**src/rtl/vga_timing_gen.sv**
```systemverilog
// 640x480@60 raster timing: pixel/line counters, registered sync/blank decodes, frame pulse and count.
// Define VGA_SYNC_ALIGN_EN to delay hs/vs one cycle, matching the renderers' colour register.
module vga_timing_gen #(
    parameter int H_VISIBLE = 640,
    parameter int H_FRONT   = 16,
    parameter int H_SYNC    = 96,
    parameter int H_BACK    = 48,
    parameter int V_VISIBLE = 480,
    parameter int V_FRONT   = 10,
    parameter int V_SYNC    = 2,
    parameter int V_BACK    = 33
) (
    input  logic        vga_clk,
    input  logic        reset,
    output logic        hs,
    output logic        vs,
    output logic        blank,
    output logic [9:0]  DrawX,
    output logic [9:0]  DrawY,
    output logic        frame_start,
    output logic [15:0] frame_count
);
    localparam int H_TOTAL = H_VISIBLE + H_FRONT + H_SYNC + H_BACK;
    localparam int V_TOTAL = V_VISIBLE + V_FRONT + V_SYNC + V_BACK;

    localparam logic [9:0] H_LAST   = 10'(H_TOTAL - 1);
    localparam logic [9:0] V_LAST   = 10'(V_TOTAL - 1);
    localparam logic [9:0] H_VIS    = 10'(H_VISIBLE);
    localparam logic [9:0] V_VIS    = 10'(V_VISIBLE);
    localparam logic [9:0] HS_START = 10'(H_VISIBLE + H_FRONT);
    localparam logic [9:0] HS_STOP  = 10'(H_VISIBLE + H_FRONT + H_SYNC);
    localparam logic [9:0] VS_START = 10'(V_VISIBLE + V_FRONT);
    localparam logic [9:0] VS_STOP  = 10'(V_VISIBLE + V_FRONT + V_SYNC);

    logic [9:0] hc_next;
    logic [9:0] vc_next;
    logic       hs_next;
    logic       vs_next;
    logic       blank_next;
    logic       fs_next;
    logic       hs_p0;
    logic       vs_p0;

    // Decode the values the counters are about to take so registered flags line up with DrawX/DrawY
    always_comb begin
        hc_next = DrawX + 10'd1;
        vc_next = DrawY;
        if (DrawX == H_LAST) begin
            hc_next = '0;
            vc_next = (DrawY == V_LAST) ? '0 : DrawY + 10'd1;
        end
        hs_next    = !((hc_next >= HS_START) && (hc_next < HS_STOP));
        vs_next    = !((vc_next >= VS_START) && (vc_next < VS_STOP));
        blank_next = (hc_next < H_VIS) && (vc_next < V_VIS);
        fs_next    = (hc_next == '0) && (vc_next == '0);
    end

    // Stage p0: counters plus registered decodes
    always_ff @(posedge vga_clk) begin
        if (reset) begin
            DrawX       <= H_LAST;
            DrawY       <= V_LAST;
            hs_p0       <= 1'b1;
            vs_p0       <= 1'b1;
            blank       <= 1'b0;
            frame_start <= 1'b0;
            frame_count <= 16'hFFFF;
        end else begin
            DrawX       <= hc_next;
            DrawY       <= vc_next;
            hs_p0       <= hs_next;
            vs_p0       <= vs_next;
            blank       <= blank_next;
            frame_start <= fs_next;
            if (fs_next) begin
                frame_count <= frame_count + 16'd1;
            end
        end
    end

`ifdef VGA_SYNC_ALIGN_EN
    // Stage p1: syncs lag the coordinates by one cycle
    always_ff @(posedge vga_clk) begin
        if (reset) begin
            hs <= 1'b1;
            vs <= 1'b1;
        end else begin
            hs <= hs_p0;
            vs <= vs_p0;
        end
    end
`else
    assign hs = hs_p0;
    assign vs = vs_p0;
`endif

endmodule
```
**config.mk**
```make
export PLATFORM = sky130hd
export DESIGN_NAME = vga_timing_gen
export DESIGN_NICKNAME = d
export VERILOG_FILES = /design/src/rtl/vga_timing_gen.sv
export SDC_FILE = /design/constraint.sdc
export NUM_CORES = 1
export LEC_CHECK = 0
export BUFFER_PORTS_ARGS = -buffer_cell sky130_fd_sc_hd__buf_2
export CAP_MARGIN = 0
export CORE_AREA = 2 2 86 88
export CTS_CLUSTER_DIAMETER = 150
export DETAILED_ROUTE_END_ITERATION = 8
export DIE_AREA = 0 0 88 90
export PLACE_DENSITY = 0.58
export SLEW_MARGIN = 20
export SYNTH_ARGS = -nofsm -noshare
export SYNTH_HDL_FRONTEND = slang
export SYNTH_SLANG_ARGS = --single-unit
```
**constraint.sdc**
```tcl
create_clock -name vga_clk -period 2.3 [get_ports vga_clk]
set_input_delay 0.46 -clock vga_clk [delete_from_list [all_inputs] [get_ports vga_clk]]
set_output_delay 0.46 -clock vga_clk [all_outputs]
set_load 0.02 [all_outputs]
```
Word-level counts from Yosys, hierarchy flattened
Cells that the tools add are included.
Widths: inputs -> output; s select.

operators by class
  reductions and logical operators = 8
  muxes and demuxes = 3
  $lt $le $gt $ge = 6
  add/subtract/negate cells = 3
  equal/unequal tests = 2

operator list
  cell                   number
  $mux 10                3
  $add 10x1->10 const B  2
  $eq 10x10->1 const B   2
  $logic_not 10->1       2
  $lt 10x10->1 const B   2
  $lt 10x9->1 const B    2
  $add 16x1->16 const B  1
  $ge 10x10->1 const B   1
  $ge 10x9->1 const B    1
  $logic_and 1x1->1      4
  $logic_not 1->1        2

storage, ports and cells
  logic and storage cells = 29
  bits of input ports = 2
  flip-flop bits (word level) = 40

Depth between registers and ports, before layout
  depth in word-level cells = 6
  depth in mapped cells = 11
  gate-level depth less buffers = 9

Worst setup path before layout
OpenSTA, ideal clock, no wires.

  path kind = reg-to-reg
  start point = reg DrawX[0]
  end point = reg frame_count[14]
  clock period less this slack = 2.628 ns
  data required time = 2.186 ns
  slack = -0.328 ns
  buffers on the path = 2
  stages on the path, launching flop included = 11
  arrival = 2.514 ns
  cells stage by stage = dfxtp_1 > ha_1 > and4_1 > buf_2 > nand3_4 > or4_1 > a21oi_2 > nor2_1 > buf_4 > a31o_1 > a21o_1

between the ends
  cells in the longest elaborated chain, start to end = 4
  elaborated cells between the ends (all ways) = 7
  those cells by class = add/sub (1); eq/ne (1); mux (2); reduce/logical (3)

ends and longest elaborated chain
  element                                        RTL line  text
  from (decl)                                    18        output logic [9:0] DrawX,
  from (signal assigned)                         69        DrawX <= hc_next;
  $add 10x1->10 or $eq 10x10->1 (tied branches)  46, 48
  $mux 10                                        48        if (DrawX == H_LAST) begin
  $logic_not 10->1                               55        fs_next = (hc_next == '0) && (vc_next == '0);
  $logic_and 1x1->1 *                            55
  to (signal assigned)                           76        frame_count <= frame_count + 16'd1;
  to (decl)                                      21        output logic [15:0] frame_count

Every way passes the cells marked *; elsewhere a longest branch is shown, timed or not.
A chain may end at the register's enable or synchronous reset.

Worst setup path after layout
  start point = reg DrawY[6]
  end point = reg frame_count[1]

between the ends
  cells in the longest elaborated chain, start to end = 5
  elaborated cells between the ends (all ways) = 6
  those cells by class = add/sub (1); eq/ne (1); mux (2); reduce/logical (2)

ends and longest elaborated chain
  element                                        RTL line  text
  from (decl)                                    19        output logic [9:0] DrawY,
  from (signal assigned)                         70        DrawY <= vc_next;
  $add 10x1->10 or $eq 10x10->1 (tied branches)  50        vc_next = (DrawY == V_LAST) ? '0 : DrawY + 10'd1;
  $mux 10                                        50
  $mux 10 *                                      48
  $logic_not 10->1 *                             55
  $logic_and 1x1->1 *                            55

Marked as above.

==> impl_metrics.yaml <==
worst_setup_path:
  cp.required_ns: 2.48
  startpoint_type: "flop"
  cp_top_family: "simple AND/OR/NAND/NOR gates"
  worstSetupPathType: "flop to flop"
  arrival_ns: 2.58
  crit_chain: "or4_4 -> o32ai_4 -> mux2i_2 -> a2111oi_4 -> and4_4 -> buf_12 -> nand2_4 -> a211o_1"
  critical_path.slowest_cell: "or4_4"
  crit_buf_inv: 1
  cp_max_fo: 8
  max_stage_delay_ns: 0.57
  end_kind: "flop"
cts:
  clk_path_buf_depth: 2
  cts_tree: "done"
  cts.sinks: 40
  hold_buffers: 0
  htree_levels: 2
  root_buffer: "clkbuf_8"
  clk_latency_ns: 0.30
  cts_buffers: 5
  clkSlewWorstSetupHoldPaths_ns: 0.08
die:
  chipWidth_um: 88
  core_area_mm2: 0.00702
  initial_utilization_pct: 32.8
  ios: 42
  die_area_mm2: 0.00792
  die_h_um: 90
  rows: 31
yosys:
  synth_top_area_cell: "dfxtp_1"
  synth_nets: 276
  synth_seq_area_share_pct: 34.8
  yosysMostFrequentCell: "dfxtp_1"
  synth_commonest_cells: "dfxtp_1, nand2_1, nor2_1"
  synthCells: 270
  async_flop_share_pct: 0
  ys_warn_count: 0
  synthTopCellsByArea: "dfxtp_1, and4_1, and3_1"
  synth.avg_cell_area_um2: 8.52
  synth.top_cell.area_share_pct: 34.8
  synth_flop_cell: "dfxtp_1"
  synth_edf_count: 0
  ys_seq_elements: 40
  synthDistinctLibCells: 58
  syn_area_mm2: 0.00230
power:
  ir_worst_vdd_mv: 0.370
  leakagePower_nw: 1.42
  p_per_area_mw_per_mm2: 1090
  total_power_w: 0.00377
timing:
  hold_violations: 0
  fmax_ghz: 0.417
  rsz0062_at_grt: "true"
  relSlewSlack_pct: 66.5
  clock_skew_ns: 0.00946
  period_minus_slack_ns: 2.40
  setup_viol: 16
  slew_viol_final: 0
  tightest_slew_ns: 0.496
  fin_crit_sh_pct: 104
  fin_setup_tns_ns: -0.895
  finalWorstSetupSlack_ns: -0.0981
global_route:
  grt_overflow: 0
  grt_max_degree: 19
  antenna_found_initial: 0
  top_usage_layer: "met2"
  met3_usage_pct: 3.95
  met1_usage_pct: 23.7
  first_global_vias: 2365
  grt_usage_pct: 17.7
  use_met2_pct: 27.8
  grt_pass1_wl_um: 11300
min_path:
  min_path_type: "primary input to flop"
drt:
  routedWlPerCell_um: 15.4
  antenna_left: 0
  via_per_inst: 5.38
  drt-pass1-iter-count: 4
  route.vias.total: 2489
  wl_um: 7130
  drt_iter0_drc: 130
  drc: 0
final_layout:
  drive_above_1_share_pct: 48.9
  post-route-util_pct: 49.5
  nNetsFinal: 369
  area_growth_pct: 50.9
  insertedDiodeCount: 0
place:
  io_buffers: 41
  routabilityCongestion: 1.00
  dp_hpwl_um: 5000
job:
  cap_violations: 0
outcome:
  outcome: "finished, violations left"
  violations: "negative setup slack"
-- final cells by class --
class                           count  area [µm²]
Fill cell                         673        3550
Multi-Input combinational cell    205        1640
Sequential cell                    40         828
Timing Repair Buffer              102         732
Tap cell                           99         124
Clock buffer                        5        68.8
Clock inverter                      3        42.5
Inverter                            9        33.8
-- path summary, 6_finish.rpt --
path | from | slack (ns) | end | cells past startpoint
hold / removal | reset | 0.49 | DrawY[3] | 3
setup / recovery | DrawY[6] | -0.1 | frame_count[1] | 8
setup reg to reg | DrawY[6] | -0.1 | frame_count[1] | 8
hold reg to reg | frame_count[15] | 0.54 | frame_count[15] | 2
-- sequential cells by signal, indices dropped and copies added, names as in the netlist --
| signal | cells |
|---|---|
| DrawX | 10 |
| DrawY | 10 |
| blank | 1 |
| frame_count | 16 |
| frame_start | 1 |
| hs | 1 |
| vs | 1 |
-- logic make-up (layout without fill, tap and decap cells) --
logic type               count (synthesis)  in the layout  share of synthesized area [%]
AO/OA/AOI/OAI                           58             58                           17.0
XOR/XNOR                                 9              9                           3.43
adder cells (fa/ha/maj)                  4              4                           2.18
buffers and inverters                   25            119                           5.38
flip-flops                              40             40                           34.8
multiplexers                             6              6                           2.77
AND/OR/NAND/NOR                        128            128                           34.5
-- report_power, final --
group / internal [W] / switching, W
clock: 0.000321 / 0.000263
sequential: 0.000808 / 0.000116
combinational: 0.00104 / 0.00122
-- metrics by stage --
step | std cells | worst slack (ns) | area (µm²) | hold WS, ns
floorplan | 270 | -0.0167 | 2430 | 0.524
global placement | 449 | -0.0611 | 3060 | 0.517
detailed placement | 449 | -0.0907 | 3060 | 0.531
CTS | 459 | -0.108 | 3260 | 0.472
global route | 463 | -0.206 | 3470 | 0.503
finish | 463 | -0.0981 | 3470 | 0.486
-- placed cells by master, fill, tap and decap left out, drive strengths merged, types with 3 or more instances in the layout --
cell type / Yosys / routed
nor2: 17 / 17
and4: 12 / 12
a21oi: 8 / 8
buf: 9 / 101
ha: 4 / 4
mux2i: 3 / 3
nand3: 14 / 14
o21ai: 21 / 21
nor3: 9 / 9
dfxtp: 40 / 40
nand2: 18 / 18
xnor2: 7 / 7
and2: 6 / 6
a31o: 5 / 5
nor4: 4 / 4
nand4: 11 / 11
and3: 16 / 16
nand2b: 6 / 6
a31oi: 8 / 8
nor3b: 5 / 5
mux2: 3 / 3
clkbuf: 7 / 6
inv: 9 / 9
-- routing by layer --
layer	wire length [µm]	vias up	part of all wire [%]
li1	-	1200	-
met1	3130	1189	44
met2	3440	85	48
met3	415	15	5.8
met4	150	0	2.1
met5	0	-	0
-- worst reg2reg max path, cell delays in order (launching register included) --
cell,delay (ns)
dfxtp_2,0.33
or4_4,0.57
o32ai_4,0.29
mux2i_2,0.13
a2111oi_4,0.19
and4_4,0.34
buf_12,0.14
nand2_4,0.04
a211o_1,0.24
-- repair_timing --
item	in CTS	in global routing
gates resized for setup	11	34
cloned	1	2
pin swaps	6	12
endpoints found under the setup margin	18	19
buffers inserted	1	2
(Power assumes the default switching activity.)
